===== src/rtl/sn_count_if.sv =====
// Stochastic-number counter bus: length write, start, stream bits, result handshake.
// The master side drives the control and stream inputs and consumes the result.
interface sn_count_if;
  logic [31:0] DATA_IN;
  logic        LEN_WE;
  logic        START;
  logic        SN_IN_P;
  logic        SN_IN_N;
  logic        SN_EN;
  logic        BUSY;
  logic        RES_VALID;
  logic        RES_READY;
  logic [31:0] RES_OUT;

  modport master (
    output DATA_IN, LEN_WE, START,
    output SN_IN_P, SN_IN_N, RES_READY,
    input  SN_EN, BUSY, RES_VALID, RES_OUT
  );

  modport slave (
    input  DATA_IN, LEN_WE, START,
    input  SN_IN_P, SN_IN_N, RES_READY,
    output SN_EN, BUSY, RES_VALID, RES_OUT
  );
endinterface


===== src/rtl/sn_count.sv =====
// Counts a stochastic bit stream of programmable length (unipolar or bipolar)
// and hands the total to a consumer over a valid/ready handshake.
module sn_count #(
  parameter bit MODE = 1'b0
) (
  input  logic     CLK,
  input  logic     RST,
  sn_count_if.slave bus
);

  typedef enum logic [1:0] {
    IDLE,
    RUN,
    DRAIN,
    DONE
  } state_t;

  state_t      state;
  state_t      state_nx;
  logic [30:0] len_q;
  logic [30:0] rem_q;
  logic [31:0] acc_q;
  logic [31:0] res_q;
  logic [31:0] delta;
  logic        en_d;
  logic        start_ok;
  logic        unused_ok;

  assign unused_ok = bus.DATA_IN[31];

  // len_q is the pre-write value, so a same-cycle LEN_WE cannot affect START
  assign start_ok = bus.START && (len_q != 31'd0);

  always_comb begin
    state_nx = state;
    unique case (state)
      IDLE:  if (start_ok) state_nx = RUN;
      RUN:   if (rem_q == 31'd1) state_nx = DRAIN;
      DRAIN: state_nx = DONE;
      DONE:  if (bus.RES_READY) state_nx = IDLE;
      default: state_nx = IDLE;
    endcase
  end

  always_comb begin
    delta = 32'd0;
    if (MODE == 1'b0) begin
      delta = {31'd0, bus.SN_IN_P};
    end else if (bus.SN_IN_P && !bus.SN_IN_N) begin
      delta = 32'd1;
    end else if (!bus.SN_IN_P && bus.SN_IN_N) begin
      delta = 32'hFFFF_FFFF;
    end
  end

  always_ff @(posedge CLK) begin
    if (RST) begin
      state <= IDLE;
      len_q <= 31'd0;
      rem_q <= 31'd0;
      acc_q <= 32'd0;
      res_q <= 32'd0;
      en_d  <= 1'b0;
    end else begin
      state <= state_nx;
      en_d  <= (state == RUN);
      if (bus.LEN_WE) len_q <= bus.DATA_IN[30:0];
      if (state == IDLE && start_ok) begin
        rem_q <= len_q;
        acc_q <= 32'd0;
      end else begin
        if (state == RUN) rem_q <= rem_q - 31'd1;
        if (en_d) acc_q <= acc_q + delta;
      end
      // the final sample arrives in DRAIN, so fold it in while latching
      if (state == DRAIN) res_q <= acc_q + delta;
    end
  end

  assign bus.SN_EN     = (state == RUN);
  assign bus.BUSY      = (state != IDLE);
  assign bus.RES_VALID = (state == DONE);
  assign bus.RES_OUT   = res_q;

endmodule


===== src/flat_wrapper.sv =====
// flat-port wrapper written by rule: the top's interface ports become plain ports
module sn_count_flat 
#(
  parameter bit MODE = 1'b0
)
  (CLK, RST, bus_DATA_IN, bus_LEN_WE, bus_START, bus_SN_IN_P, bus_SN_IN_N, bus_RES_READY, bus_SN_EN, bus_BUSY, bus_RES_VALID, bus_RES_OUT);
  sn_count_if bus_i ();
  input  logic CLK;
  input  logic RST;
  input wire logic [$bits(bus_i.DATA_IN)-1:0] bus_DATA_IN;
  input wire logic [$bits(bus_i.LEN_WE)-1:0] bus_LEN_WE;
  input wire logic [$bits(bus_i.START)-1:0] bus_START;
  input wire logic [$bits(bus_i.SN_IN_P)-1:0] bus_SN_IN_P;
  input wire logic [$bits(bus_i.SN_IN_N)-1:0] bus_SN_IN_N;
  input wire logic [$bits(bus_i.RES_READY)-1:0] bus_RES_READY;
  output wire logic [$bits(bus_i.SN_EN)-1:0] bus_SN_EN;
  output wire logic [$bits(bus_i.BUSY)-1:0] bus_BUSY;
  output wire logic [$bits(bus_i.RES_VALID)-1:0] bus_RES_VALID;
  output wire logic [$bits(bus_i.RES_OUT)-1:0] bus_RES_OUT;
  assign bus_i.DATA_IN = bus_DATA_IN;
  assign bus_i.LEN_WE = bus_LEN_WE;
  assign bus_i.START = bus_START;
  assign bus_i.SN_IN_P = bus_SN_IN_P;
  assign bus_i.SN_IN_N = bus_SN_IN_N;
  assign bus_i.RES_READY = bus_RES_READY;
  assign bus_SN_EN = bus_i.SN_EN;
  assign bus_BUSY = bus_i.BUSY;
  assign bus_RES_VALID = bus_i.RES_VALID;
  assign bus_RES_OUT = bus_i.RES_OUT;
  sn_count #(.MODE(MODE)) u_core (.CLK(CLK), .RST(RST), .bus(bus_i));
endmodule

===== config.mk =====
export PLATFORM = sky130hd
export DESIGN_NAME = sn_count_flat
export DESIGN_NICKNAME = d
export VERILOG_FILES = /design/src/rtl/sn_count_if.sv /design/src/rtl/sn_count.sv /design/src/flat_wrapper.sv
export SDC_FILE = /design/constraint.sdc
export NUM_CORES = 1
export LEC_CHECK = 0
export ABC_CLOCK_PERIOD_IN_PS = 7290
export CAP_MARGIN = 20
export CORE_MARGIN = 3
export CORE_UTILIZATION = 43
export DETAILED_ROUTE_END_ITERATION = 12
export GPL_TIMING_DRIVEN = 0
export PLACE_DENSITY_LB_ADDON = 0.3
export REMOVE_ABC_BUFFERS = 1
export SETUP_SLACK_MARGIN = 0.02
export SYNTH_ARGS = -nofsm -noshare
export SYNTH_HDL_FRONTEND = slang
export SYNTH_SLANG_ARGS = --single-unit

===== constraint.sdc =====
create_clock -name CLK -period 7.29 [get_ports CLK]
set_input_delay 1.0935 -clock CLK [delete_from_list [all_inputs] [get_ports CLK]]
set_output_delay 1.0935 -clock CLK [all_outputs]
set_load 0.005 [all_outputs]

; ---- Word level (Yosys, flattened, before mapping)
; Index checks and enable logic that the tools add are counted.
[totals]
register_bits = 129
word_cells = 29
[op_classes]
addsub = 2
eq_ne = 7
muxes = 6
reduce_logical = 8
[op_table]
columns = operator, n
row1 = $mux 31, 2
row2 = $add 32x1->32, 1
row3 = $eq 31x1->1 const B, 1
row4 = $reduce_bool 31->1, 1
row5 = $sub 31x1->31 const B, 1
row6 = $pmux 2 s4, 1
row7 = $mux 2, 3
row8 = $eq 2x2->1 const B, 2
row9 = $ne 2x1->1 const B, 2
row10 = $reduce_bool 2->1, 2
row11 = $reduce_and 3->1, 1
row12 = $eq 2x1->1 const B, 1
row13 = $logic_and 1x1->1, 2
row14 = $logic_not 2->1, 1
row15 = $ne 2x2->1 const B, 1
row16 = $reduce_or 2->1, 1

; ---- Depth between registers and ports, before layout
[logic_depth]
ltp_word = 4
mapped_depth = 9
depth_no_buf = 7

; ---- Least setup slack after synthesis
; No wires, ideal clock.
[synth_path]
kind = input -> register
start = input port bus_SN_IN_P
end = register u_core.acc_q[31]
t_arrival_ns = 3.025
required_ns = 7.219
path_slack_ns = 4.194
stages = 8
n_path_buf = 2
path_cell_list = ha_1 nand3_4 or4_1 clkbuf_2 or4_1 buf_2 or3_1 a21oi_1
[synth_between]
elab_chain_cells = 1
[synth_rtl]
columns = element, line_no
row1 = from (decl), flat_wrapper.sv:13  ; input wire logic [$bits(bus_i.SN_IN_P)-1:0] bus_SN_IN_P;
row2 = $add 32x1->32, sn_count.sv:73  ; if (en_d) acc_q <= acc_q + delta;
row3 = to (signal assigned), sn_count.sv:73
row4 = to (decl), sn_count.sv:22  ; logic [31:0] acc_q;
; No other way between the ends.
; A chain may end at the register's enable or synchronous reset.

; ---- Final worst setup path
; Ends and elaborated chain as after synthesis.

==> impl_metrics.toml <==
[worst_hold_path]
min_from = "u_core.bus.RES_OUT[3]$_SDFFE_PP0P_"
hold_path_depth = 2
hold_end = "u_core.bus.RES_OUT[3]$_SDFFE_PP0P_"
min_path_type = "reg -> reg"

[clocking]
clockBufferDepth = 2
cts_htree_levels = 4
numCtsBuffers = 17
tritoncts = "done"
clock-sinks = 129
root_buffer = "clkbuf_16"
clk_latency_ns = 0.42
post_cts.repair.setup_buffers = 0
post_cts_resized = 0
hold_buffers = 0
clk_pin_slew_worst_paths_ns = 0.05

[timing]
setup_viol = 0
worst_pin_slew_ns = 1.008
relSlewSlack_pct = 32.48
period_needed_ns = 3.313
hold_viol = 0
skew_ns = 0.004384
final.setup.tns_ns = 0
worst_slack_ns = 3.977
rsz0062_at_grt = "false"
slew_viol_final = 0
fin_crit_sh_pct = 45.45
maxClockFrequency_ghz = 0.3018

[detailed_routing]
drtIter0Drc = 321
antenna_left = 0
drt-pass1-iter-count = 4
via_per_inst = 5.352
drc = 0
via_count = 4924
wl_mm = 13.48
wl_per_cell_um = 14.65

[worst_setup_path]
endpoint_kind = "flip-flop"
r2r_start = "u_core.acc_q[11]$_SDFFE_PP0P_"
startpoint_type = "primary input"
cp-startpoint = "bus_SN_IN_P"
reg2reg_slack_ns = 4.12
worstPathRequired_ns = 7.64
cp_max_fo = 9
reg2reg_to = "u_core.bus.RES_OUT[25]$_SDFFE_PP0P_"
crit_arrival_ns = 3.67
path_class = "in -> reg"
ff2ff_path_depth = 5

[placement]
place_ws_ns = 3.565
io_buffers = 71
dpl.hpwl_mm = 9.163
place.gp.congestion = 0.7951
placed_cell_area_um2 = 6857

[logic_synthesis]
synth_area_per_cell_um2 = 8.762
yosys.area.top_type = "dfxtp_1"
yosys_warnings = 0
synth_top_family_by_area = "simple AND/OR/NAND/NOR gates"
synth.cell_area_um2 = 6028
synthMuxAreaShare_pct = 6.310
synthAdderAreaFrac_pct = 1.868
synth_seq_cells = 129
synth-simple-area-share_pct = 23.85
syn-instance-count = 688
synth_seq_area_share_pct = 42.84
yosys.area.top_type_share_pct = 42.84
synth-compound-area-share_pct = 9.527
synth_xor_area_share_pct = 11.48
synthTopCellsByArea = "dfxtp_1 (43%), nor2_1 (8.2%), a211oi_1 (6.5%), xnor2_1 (6.4%), mux2i_1 (6.3%)"
synth_cell_types = 41

[die]
die_width_um = 124.4
row_count = 42
coreArea_um2 = 13450
die_area_um2 = 15480
ios = 74
die_h_um = 124.4
start_util_pct = 44.81

[final_layout]
most-common-layout-cells = "nor2_1 (132), dfxtp_1 (129), clkdlybuf4s50_1 (69)"
drive_gt1_share_pct = 6.048
area_delta_synth_final_pct = 23.20
design_area_um2 = 7427
num-nets-final = 780
diodes = 0
finalCoreUtilization_pct = 55.21
final_common_cell = "nor2_1"

[global_route]
grtUsageTotal_pct = 18.20
antenna_found_initial = 0
grt_overflow_total = 0
grt_pass1_wl_mm = 23.85
grt_max_degree = 60
first_global_vias = 5120

[pwr]
p_per_area_nw_per_um2 = 322.0
peakVddDrop_v = 0.0002444
p_leak_uw = 0.002535

[flow_run]
cap_violations = 0

[run_status]
status = "completed"
## cells in the mapped netlist
cell type  count
a22o_1         1
or4_1          5
nor3b_1        2
nor4b_2        1
buf_2          6
nand4_1       19
inv_1         10
nand3_1       19
nand3_4        1
or2_2          1
o21ai_0       12
nor2b_1        2
o21bai_1       1
nand3b_1       1
a311oi_1       7
a21oi_1        6
clkbuf_1      42
and3_2         1
nor4_2         2
nand4b_1       3
or3_1         16
clkbuf_2       1
mux2i_1       38
a211oi_1      52
and2_1         1
and4_1         5
nor2_1       132
nor4b_1        1
xnor2_1       44
and3_1         4
o211ai_1       1
buf_1          5
xor2_1        35
ha_1           9
nand2_2        1
a221oi_1       1
nor3_1        15
nand2b_1       6
nand2_1       23
nor4_1        27
dfxtp_1      129
## worst max-delay path by stage
stage	depth (start not counted)	slack [ns]	endpoint
global placement	5	0.99	u_core.acc_q[31]$_SDFFE_PP0P_
floorplan	5	2.75	u_core.acc_q[25]$_SDFFE_PP0P_
global route	7	3.89	u_core.bus.RES_OUT[31]$_SDFFE_PP0P_
detailed placement	7	3.56	u_core.bus.RES_OUT[29]$_SDFFE_PP0P_
CTS	7	3.98	u_core.bus.RES_OUT[25]$_SDFFE_PP0P_
finish	7	3.98	u_core.acc_q[31]$_SDFFE_PP0P_
## flip-flops by register name (all words and copies together), names as in the netlist
signal,cells
u_core.state,2
u_core.acc_q,32
u_core.len_q,31
u_core.en_d,1
u_core.rem_q,31
u_core.bus.RES_OUT,32
## critical path: stages
cell and delay [ns]:
clkdlybuf4s50_1 0.46, ha_1 0.22, nand3_4 0.12, or4_1 0.64, or4_1 0.60, or3_1 0.39
a21oi_1 0.13
## area by class of cell
class                           instances  area (um^2)
Fill cell                            1228         6026
Multi-Input combinational cell        495         3199
Sequential cell                       129         2582
Timing Repair Buffer                   79        817.0
Clock buffer                           27        523.0
Tap cell                              176        220.2
Clock inverter                          4        47.55
Inverter                               10        37.54
## layer usage
layer | global-route usage (%) | share of wire, % | vias to the layer above
li1 | - | - | 2508
met1 | 21.96 | 45 | 2303
met2 | 30.31 | 48 | 91
met3 | 5.103 | 4.2 | 22
met4 | 7.866 | 1.9 | 0
met5 | 0 | 0 | -
## kinds of logic after synthesis
kind of cell,after synthesis
simple gates,288
fa+ha+maj,9
xor+xnor,79
compound gates,81
mux,38
buf+inv,64
flops,129
## stage by stage
step	hold WS [ns]	cells	total power, uW
final	0.4724	920	2392
after global routing	0.5002	920	2531
after CTS	0.4764	920	2409
after detailed placement	0.4718	889	1590
after global placement	0.4566	881	1557
after floorplan	0.4564	634	1315
## where the power goes
part | switching [uW] | internal, uW
sequential | 95.6 | 823
combinational | 335 | 323
clock | 295 | 520
total | 725 | 1670
Power figures use the tool's default switching activity.
